==> config.mk <==
export PLATFORM = sky130hd
export DESIGN_NAME = cpu_controller_flat
export DESIGN_NICKNAME = d
export VERILOG_FILES = /design/src/rtl/cpu_pkg.sv /design/src/rtl/cpu_controller_if.sv /design/src/rtl/ctrl_decode.sv /design/src/rtl/cpu_controller.sv /design/src/flat_wrapper.sv
export SDC_FILE = /design/constraint.sdc
export NUM_CORES = 1
export LEC_CHECK = 0
export BUFFER_PORTS_ARGS = -buffer_cell sky130_fd_sc_hd__buf_4
export CAP_MARGIN = 20
export CORE_ASPECT_RATIO = 1.1
export CORE_MARGIN = 4
export CORE_UTILIZATION = 48
export CTS_BUF_LIST = sky130_fd_sc_hd__clkbuf_8 sky130_fd_sc_hd__clkbuf_16
export CTS_CLUSTER_SIZE = 24
export DETAILED_ROUTE_END_ITERATION = 10
export PLACE_DENSITY_LB_ADDON = 0.2
export REMOVE_ABC_BUFFERS = 1
export SYNTH_ARGS = -nofsm -noshare
export SYNTH_HDL_FRONTEND = slang
export SYNTH_HIERARCHICAL = 1
export SYNTH_SLANG_ARGS = --single-unit
==> constraint.sdc <==
create_clock -name clk -period 1.8 [get_ports clk]
set_input_delay 0 -clock clk [delete_from_list [all_inputs] [get_ports clk]]
set_output_delay 0 -clock clk [all_outputs]
set_load 0.02 [all_outputs]
==> src/rtl/cpu_pkg.sv <==
// Shared types for the accumulator CPU controller:
// opcodes, sequencer phases and the control-pin bundle.
package cpu_pkg;

  typedef enum logic [2:0] {
    OP_HLT = 3'd0,
    OP_SKZ = 3'd1,
    OP_ADD = 3'd2,
    OP_AND = 3'd3,
    OP_XOR = 3'd4,
    OP_LDA = 3'd5,
    OP_STO = 3'd6,
    OP_JMP = 3'd7
  } opcode_e;

  typedef enum logic [2:0] {
    INST_ADDR  = 3'd0,
    INST_FETCH = 3'd1,
    INST_LOAD  = 3'd2,
    IDLE       = 3'd3,
    OP_ADDR    = 3'd4,
    OP_FETCH   = 3'd5,
    ALU_OP     = 3'd6,
    STORE      = 3'd7
  } phase_e;

  typedef struct packed {
    logic sel;
    logic rd;
    logic wr;
    logic ld_ir;
    logic inc_pc;
    logic ld_pc;
    logic ld_ac;
    logic data_e;
    logic halt;
  } ctrl_t;

  function automatic logic is_aluop(opcode_e op);
    return op inside {OP_ADD, OP_AND, OP_XOR, OP_LDA};
  endfunction

endpackage

==> src/rtl/cpu_controller_if.sv <==
// Controller <-> datapath bundle: IR opcode and zero flag in,
// memory / PC / accumulator control pins out.
interface cpu_controller_if;
  logic [2:0] opcode;
  logic       zero;
  logic       sel;
  logic       rd;
  logic       wr;
  logic       ld_ir;
  logic       inc_pc;
  logic       ld_pc;
  logic       ld_ac;
  logic       data_e;
  logic       halt;

  modport master (
    input  opcode, zero,
    output sel, rd, wr, ld_ir,
    output inc_pc, ld_pc, ld_ac,
    output data_e, halt
  );

  modport slave (
    output opcode, zero,
    input  sel, rd, wr, ld_ir,
    input  inc_pc, ld_pc, ld_ac,
    input  data_e, halt
  );
endinterface

==> src/rtl/ctrl_decode.sv <==
// Combinational control decode of (phase, opcode, zero, halted).
module ctrl_decode
  import cpu_pkg::*;
(
  input  phase_e  phase,
  input  opcode_e opcode,
  input  logic    zero,
  input  logic    halted,
  output ctrl_t   ctrl
);

  logic alu;
  logic sto;
  logic jmp;
  logic skz;

  assign alu = is_aluop(opcode);
  assign sto = (opcode == OP_STO);
  assign jmp = (opcode == OP_JMP);
  assign skz = (opcode == OP_SKZ);

  always_comb begin
    ctrl = '0;
    if (halted) begin
      ctrl.halt = 1'b1;
    end else begin
      unique case (phase)
        INST_ADDR: ctrl.sel = 1'b1;
        INST_FETCH: begin
          ctrl.sel = 1'b1;
          ctrl.rd  = 1'b1;
        end
        INST_LOAD, IDLE: begin
          ctrl.sel   = 1'b1;
          ctrl.rd    = 1'b1;
          ctrl.ld_ir = 1'b1;
        end
        OP_ADDR: begin
          ctrl.inc_pc = 1'b1;
          ctrl.halt   = (opcode == OP_HLT);
        end
        OP_FETCH: begin
          ctrl.sel = alu;
          ctrl.rd  = alu;
        end
        ALU_OP: begin
          ctrl.sel    = alu;
          ctrl.rd     = alu;
          ctrl.inc_pc = skz & zero;
          ctrl.ld_pc  = jmp;
          ctrl.data_e = sto;
        end
        STORE: begin
          ctrl.sel    = alu | sto;
          ctrl.rd     = alu;
          ctrl.wr     = sto;
          ctrl.ld_ac  = alu;
          ctrl.ld_pc  = jmp;
          ctrl.inc_pc = jmp;
          ctrl.data_e = sto;
        end
        default: ctrl = '0;
      endcase
    end
  end

endmodule

==> src/rtl/cpu_controller.sv <==
// Eight-phase fetch/execute sequencer; optional single-step hold
// after each instruction under CPU_CTRL_SINGLE_STEP_EN.
module cpu_controller
  import cpu_pkg::*;
#(
  parameter int CNT_W = 8
) (
  input  logic             clk,
  input  logic             rst,
`ifdef CPU_CTRL_SINGLE_STEP_EN
  input  logic             step,
  output logic             step_wait,
`endif
  cpu_controller_if.master bus,
  output logic [2:0]       phase,
  output logic [CNT_W-1:0] instr_cnt
);

  phase_e ph, ph_n;
  logic   halted, halted_n;
  logic   hold, hold_n;
  logic   run;
  logic   step_rise;
  logic [CNT_W-1:0] cnt_n;
  ctrl_t  dec, ctl;

`ifdef CPU_CTRL_SINGLE_STEP_EN
  localparam logic STEP_EN = 1'b1;
  logic step_q;

  always_ff @(posedge clk or negedge rst)
    if (!rst) step_q <= 1'b0;
    else      step_q <= step;

  assign step_rise = step & ~step_q;
  assign step_wait = hold;
`else
  localparam logic STEP_EN = 1'b0;
  assign step_rise = 1'b0;
`endif

  always_comb begin
    ph_n     = ph;
    halted_n = halted;
    hold_n   = hold;
    cnt_n    = instr_cnt;
    if (halted) begin
      ph_n = ph;
    end else if (ph == OP_ADDR && bus.opcode == OP_HLT) begin
      halted_n = 1'b1;
    end else if (hold) begin
      if (step_rise) hold_n = 1'b0;
    end else begin
      ph_n = phase_e'(ph + 3'd1);
      if (ph == STORE) begin
        cnt_n  = instr_cnt + CNT_W'(1);
        hold_n = STEP_EN;
      end
    end
  end

  // run stays low until the first edge after reset release
  always_ff @(posedge clk or negedge rst) begin
    if (!rst) begin
      ph        <= INST_ADDR;
      halted    <= 1'b0;
      hold      <= 1'b0;
      run       <= 1'b0;
      instr_cnt <= '0;
    end else begin
      ph        <= ph_n;
      halted    <= halted_n;
      hold      <= hold_n;
      run       <= 1'b1;
      instr_cnt <= cnt_n;
    end
  end

  ctrl_decode u_dec (
    .phase  (ph),
    .opcode (opcode_e'(bus.opcode)),
    .zero   (bus.zero),
    .halted (halted),
    .ctrl   (dec)
  );

  assign ctl = (rst && run && !hold) ? dec : '0;

  assign bus.sel    = ctl.sel;
  assign bus.rd     = ctl.rd;
  assign bus.wr     = ctl.wr;
  assign bus.ld_ir  = ctl.ld_ir;
  assign bus.inc_pc = ctl.inc_pc;
  assign bus.ld_pc  = ctl.ld_pc;
  assign bus.ld_ac  = ctl.ld_ac;
  assign bus.data_e = ctl.data_e;
  assign bus.halt   = ctl.halt;
  assign phase      = ph;

endmodule

==> src/flat_wrapper.sv <==
// flat-port wrapper written by rule: the top's interface ports become plain ports
module cpu_controller_flat import cpu_pkg::*;
#(
  parameter int CNT_W = 8
)
  (clk, rst, phase, instr_cnt, bus_opcode, bus_zero, bus_sel, bus_rd, bus_wr, bus_ld_ir, bus_inc_pc, bus_ld_pc, bus_ld_ac, bus_data_e, bus_halt);
  cpu_controller_if bus_i ();
  input  logic clk;
  input  logic rst;
  output logic [2:0] phase;
  output logic [CNT_W-1:0] instr_cnt;
  input wire logic [$bits(bus_i.opcode)-1:0] bus_opcode;
  input wire logic [$bits(bus_i.zero)-1:0] bus_zero;
  output wire logic [$bits(bus_i.sel)-1:0] bus_sel;
  output wire logic [$bits(bus_i.rd)-1:0] bus_rd;
  output wire logic [$bits(bus_i.wr)-1:0] bus_wr;
  output wire logic [$bits(bus_i.ld_ir)-1:0] bus_ld_ir;
  output wire logic [$bits(bus_i.inc_pc)-1:0] bus_inc_pc;
  output wire logic [$bits(bus_i.ld_pc)-1:0] bus_ld_pc;
  output wire logic [$bits(bus_i.ld_ac)-1:0] bus_ld_ac;
  output wire logic [$bits(bus_i.data_e)-1:0] bus_data_e;
  output wire logic [$bits(bus_i.halt)-1:0] bus_halt;
  assign bus_i.opcode = bus_opcode;
  assign bus_i.zero = bus_zero;
  assign bus_sel = bus_i.sel;
  assign bus_rd = bus_i.rd;
  assign bus_wr = bus_i.wr;
  assign bus_ld_ir = bus_i.ld_ir;
  assign bus_inc_pc = bus_i.inc_pc;
  assign bus_ld_pc = bus_i.ld_pc;
  assign bus_ld_ac = bus_i.ld_ac;
  assign bus_data_e = bus_i.data_e;
  assign bus_halt = bus_i.halt;
  cpu_controller #(.CNT_W(CNT_W)) u_core (.clk(clk), .rst(rst), .bus(bus_i), .phase(phase), .instr_cnt(instr_cnt));
endmodule
; Word-level counts from Yosys, hierarchy flattened
; Cells that the tools add are included.
[op_classes]
n_addsub = 2
multipliers = 0
n_div = 0
order_cmp = 0
n_eq_ne = 14
shift = 0
muxes = 15
bitwise = 5
reduce_logical = 16
[op_table]
columns = op, count
row1 = 3-bit equality test (second input constant), 8
row2 = 3-bit by 2-bit equality test with 1-bit output (second input constant), 4
row3 = 1-bit 2-to-1 mux, 10
row4 = 9-bit 2-to-1 mux, 1
row5 = 8-bit by 1-bit adder with 8-bit output (second input constant), 1
row6 = 8-bit 2-to-1 mux, 1
row7 = 3-bit by 1-bit equality test with 1-bit output (second input constant), 2
row8 = 3-bit logical NOT, 2
row9 = 1-bit case mux with 3 select lines, 2
row10 = 2-bit OR reduction, 3
row11 = 3-bit OR reduction, 2
row12 = 4-bit AND reduction, 1
row13 = 4-bit nonzero test, 1
row14 = 4-bit OR reduction, 1
row15 = 3-bit by 1-bit adder with 3-bit output (second input constant), 1
row16 = 1-bit logical AND, 3
row17 = 1-bit inverter, 3
row18 = 3-bit AND reduction, 1
row19 = 1-bit case mux with 2 select lines, 1
row20 = 2-bit AND reduction, 1
row21 = 1-bit AND, 1
row22 = 1-bit logical NOT, 1
row23 = 1-bit bitwise OR, 1
[totals]
ff_bits = 14
latch_bits = 0
ramBits = 0
mem_bits_ro = 0
input_bits = 6
out_inout_bits = 20
wordCells = 57
n_memories = 0

; Depth between registers and ports, before layout
[logic_depth]
word_depth = 6
depth_mapped = 7
depth_no_buf = 6

; Cells and area by module
; Netlist, hierarchy kept.
[modules_own_cells]
columns = module, n_inst, cells_each, area_per_inst_um2, seq_area_each_um2
row1 = cpu_controller, 1, 55, 648.1, 325.3
row2 = ctrl_decode, 1, 23, 140.1, 0.0

; Least setup slack after synthesis
; OpenSTA, ideal clock, no wires.
[synth_timing]
path_type = flip-flop to flip-flop
startpoint = reg u_core.ph[0] (netlist: u_core/phase[0])
endpoint = reg u_core.instr_cnt[3]
setup_time_ns = 0.129
t_arrival_ns = 1.545
required_ns = 1.671
path_slack_ns = 0.125
path_stages_with_launch = 8
path_buffers = 1
synth_period_minus_slack_ns = 1.675
cell_sequence = dfrtp_1 -> inv_1 -> ha_1 -> nor4b_4 -> a21oi_2 -> buf_6 -> nand4_1 -> xnor2_1
[synth_between]
elab_chain_len = 4
word_cells_on_any_way = 5
cone_classes = eq/ne: 2 / bitwise: 1 / reduce/logical: 2
[synth_lines]
columns = element, line
row1 = "start, declared", cpu_controller.sv:19  ; phase_e ph, ph_n;
row2 = "start signal, assigned", cpu_controller.sv:71  ; ph <= ph_n;
row3 = 3-bit equality test, cpu_controller.sv:49  ; end else if (ph == OP_ADDR && bus.opcode == OP_HLT) begin
row4 = 1-bit logical AND, cpu_controller.sv:49
row5 = 1-bit inverter (no source line), --
row6 = 4-bit AND reduction (no source line) *, --
row7 = "end signal, assigned", cpu_controller.sv:75  ; instr_cnt <= cnt_n;
row8 = "end, declared", cpu_controller.sv:16  ; output logic [CNT_W-1:0] instr_cnt
; Every way passes the cells marked *; elsewhere a longest branch is shown, timed or not.
; A chain may end at the register's enable or synchronous reset.

==> flow_metrics.tcl <==
set metrics [dict create \
    status "complete, but fails checks" \
    violations "setup timing" \
    skew_ns 0.00120 \
    gp_congestion 0.822 \
    path_clk_slew_ns 0.06 \
    crit_fanout 7 \
    p_per_area_mw_per_mm2 1420 \
    cts.sinks 13 \
    synth_flop_cell "dfrtp_1" \
    hold_violations 0 \
    worst-r2r-setup-slack_ns 0.11 \
    startpoint_type "register" \
    cp.arrival_ns 1.80 \
    synth_top_area_share_pct 41.3 \
    timing.final.crit_period_ns 1.80 \
    htreeDepth 1 \
    rsz0062_at_grt "true" \
    finalSetupViolCount 1 \
    synthesis.area_um2 788 \
    synth_most_common_cell "dfrtp_1" \
    hpwlAfterDp_mm 1.27 \
    hold_path_class "input port to asynchronous set/reset pin" \
    synthTopCellsByCount "dfrtp_1, and3_1, xnor2_1, inv_1" \
    final_max_slew_viol_count 0 \
    crit_path_end_kind "output pin" \
    via_count 698 \
    setup_tns_ns -0.000395 \
    synth_edf_count 0 \
    row_count 15 \
    maxClockFrequency_ghz 0.555 \
    die_width_um 46.6 \
    wirelength_mm 1.78 \
    cts-root-buf "clkbuf_8" \
    ys_types 26 \
    post_drt_wl_per_cell_um 13.7 \
    antenna_found_initial 0 \
    min_period_over_period_pct 100 \
    dp.cells 124 \
    power_uw 1560 \
    ys_warn_count 6 \
    irDropWorstVdd_uv 1020 \
    first_iter_violations 18 \
    initial_utilization_pct 50.6 \
    worstSetupEndpoint "bus_inc_pc" \
    grt_pass1_vias 687 \
    asyncSetResetFlopFracSynth_pct 100 \
    rr_endpoint "u_core/instr_cnt[7]$_DFFE_PN0P_" \
    drive_gt1_share_pct 36.3 \
    yosysTopAreaCell "dfrtp_1" \
    clockBufferDepth 2 \
    final_nets 124 \
    grt_max_degree 23 \
    clk_latency_ns 0.24 \
    synthToLayoutAreaGrowth_pct 39.7 \
    final_cells 130 \
    synth.yosys.seq_area_share_pct 41.3 \
    first_pass_iters 4 \
    timing.rr.start "u_core/phase[0]$_DFFE_PN0P_" \
    register_area_um2 325 \
    synthCells 78 \
    fill_cells 130 \
    reg2regPathDepth 7 \
    die_h_um 50.5 \
    p_leak_uw 0.000579 \
    syn_area_per_cell_um2 10.1 \
    multi_input_area_um2 437 \
    overflow 0 \
    drc 0 \
    ys_top_cells_by_area "dfrtp_1, xnor2_1, and3_1" \
    core-area_mm2 0.00156 \
    grt.total_usage_pct 17.1 \
    fin_ws_ns -0.000395 \
    grt_first_pass_wirelength_mm 3.03 \
    dieArea_mm2 0.00236 \
    cts_buffers 3 \
    required_ns 1.80 \
    maxCapViolations 0 \
    n_antenna_cell 0 \
    ys_seq_elements 13 \
    worstSetupStartpoint "u_core/phase[0]$_DFFE_PN0P_" \
    drtAntennaViolNets 0 \
    cts_tree "yes" \
    critical_path_class "register to output pin" \
    vias_per_cell 5.37 \
    ios 26 \
    port_buffers 25 \
]
[power breakdown]
group          internal [uW]  switching (uW)
sequential               380            89.5
combinational            400             434
clock                    150             104
total                    931             627
[layout make-up]
cell class,instances,area share (%)
clock inverters,1,0.341
repair buffers,32,22.7
multi-input cells,58,39.7
inverters,6,2.05
well taps,17,1.93
clock buffers,3,3.75
flip-flops and latches,13,29.5
[cells in the final DEF (no fill, tap or decap), types with 2 or more instances in the layout]
master and count:
a21oi_1 2, a21oi_2 2, and2_1 2, and3_1 11, buf_4 29, buf_6 2
clkbuf_8 3, dfrtp_1 13, ha_1 4, inv_1 7, mux2_2 2, nand2_1 3
nand3_1 3, nand4_1 4, nor2_1 3, nor3_1 2, xnor2_1 9
[kinds of logic after synthesis]
kind of cell | Yosys count | share of synthesized area [%]
compound gates | 9 | 8.25
xor+xnor | 9 | 10.0
fa+ha+maj | 4 | 6.35
buf+inv | 7 | 4.29
flops | 13 | 41.3
mux | 2 | 2.86
other cells | 1 | 0.476
simple gates | 33 | 26.5
[worst min-delay path by stage]
stage,start,end,slack (ns),cells after the start
2_1_floorplan,rst,u_core/halted$_DFF_PN0_,-0.30,0
3_3_place_gp,rst,u_core/phase[0]$_DFFE_PN0P_,-0.12,1
3_5_place_dp,rst,u_core/instr_cnt[7]$_DFFE_PN0P_,-0.12,1
4_1_cts,rst,u_core/instr_cnt[6]$_DFFE_PN0P_,0.16,2
5_1_grt,rst,u_core/instr_cnt[7]$_DFFE_PN0P_,0.18,2
6_report,rst,u_core/instr_cnt[7]$_DFFE_PN0P_,0.16,2
[through the flow]
step / instance area (um^2) / hold slack, ns / setup WS [ns] / util [%]
finish: 1100 / 0.160 / -0.000395 / 70.7
floorplan: 777 / -0.296 / -0.0659 / -
global route: 1100 / 0.185 / -0.0806 / 70.7
global placement: 1020 / -0.125 / 0.232 / 65.7
detailed placement: 1020 / -0.123 / 0.189 / 65.7
CTS: 1090 / 0.163 / 0.00132 / 70.0
[registers in the layout, indices dropped and copies added (netlist names)]
register          count
u_core/instr_cnt      8
u_core/phase          3
u_core/run            1
u_core/halted         1
[what timing repair did]
item                       4_1_cts  5_1_grt
setup endpoints to repair        1        1
hold buffers                     1        0
hold endpoints to repair        13        0
setup buffers                    1        0
pin swaps                        1        1
resized for setup                1        3
[worst max-delay path, stage by stage, from the launching register on]
cell and delay, ns:
dfrtp_1 0.38, buf_6 0.13, or4b_4 0.48, a21oi_2 0.15, o211a_1 0.14, and3_1 0.16, buf_6 0.12
[routing by layer]
layer / up-vias / track usage (%) / part of all wire (%)
met4: 0 / 4.15 / 0
met5: - / 0 / 0
met1: 335 / 25.9 / 51
li1: 350 / - / -
met2: 13 / 25.0 / 45
met3: 0 / 3.23 / 4.4
Note: power is estimated with default switching activity, not from simulation.
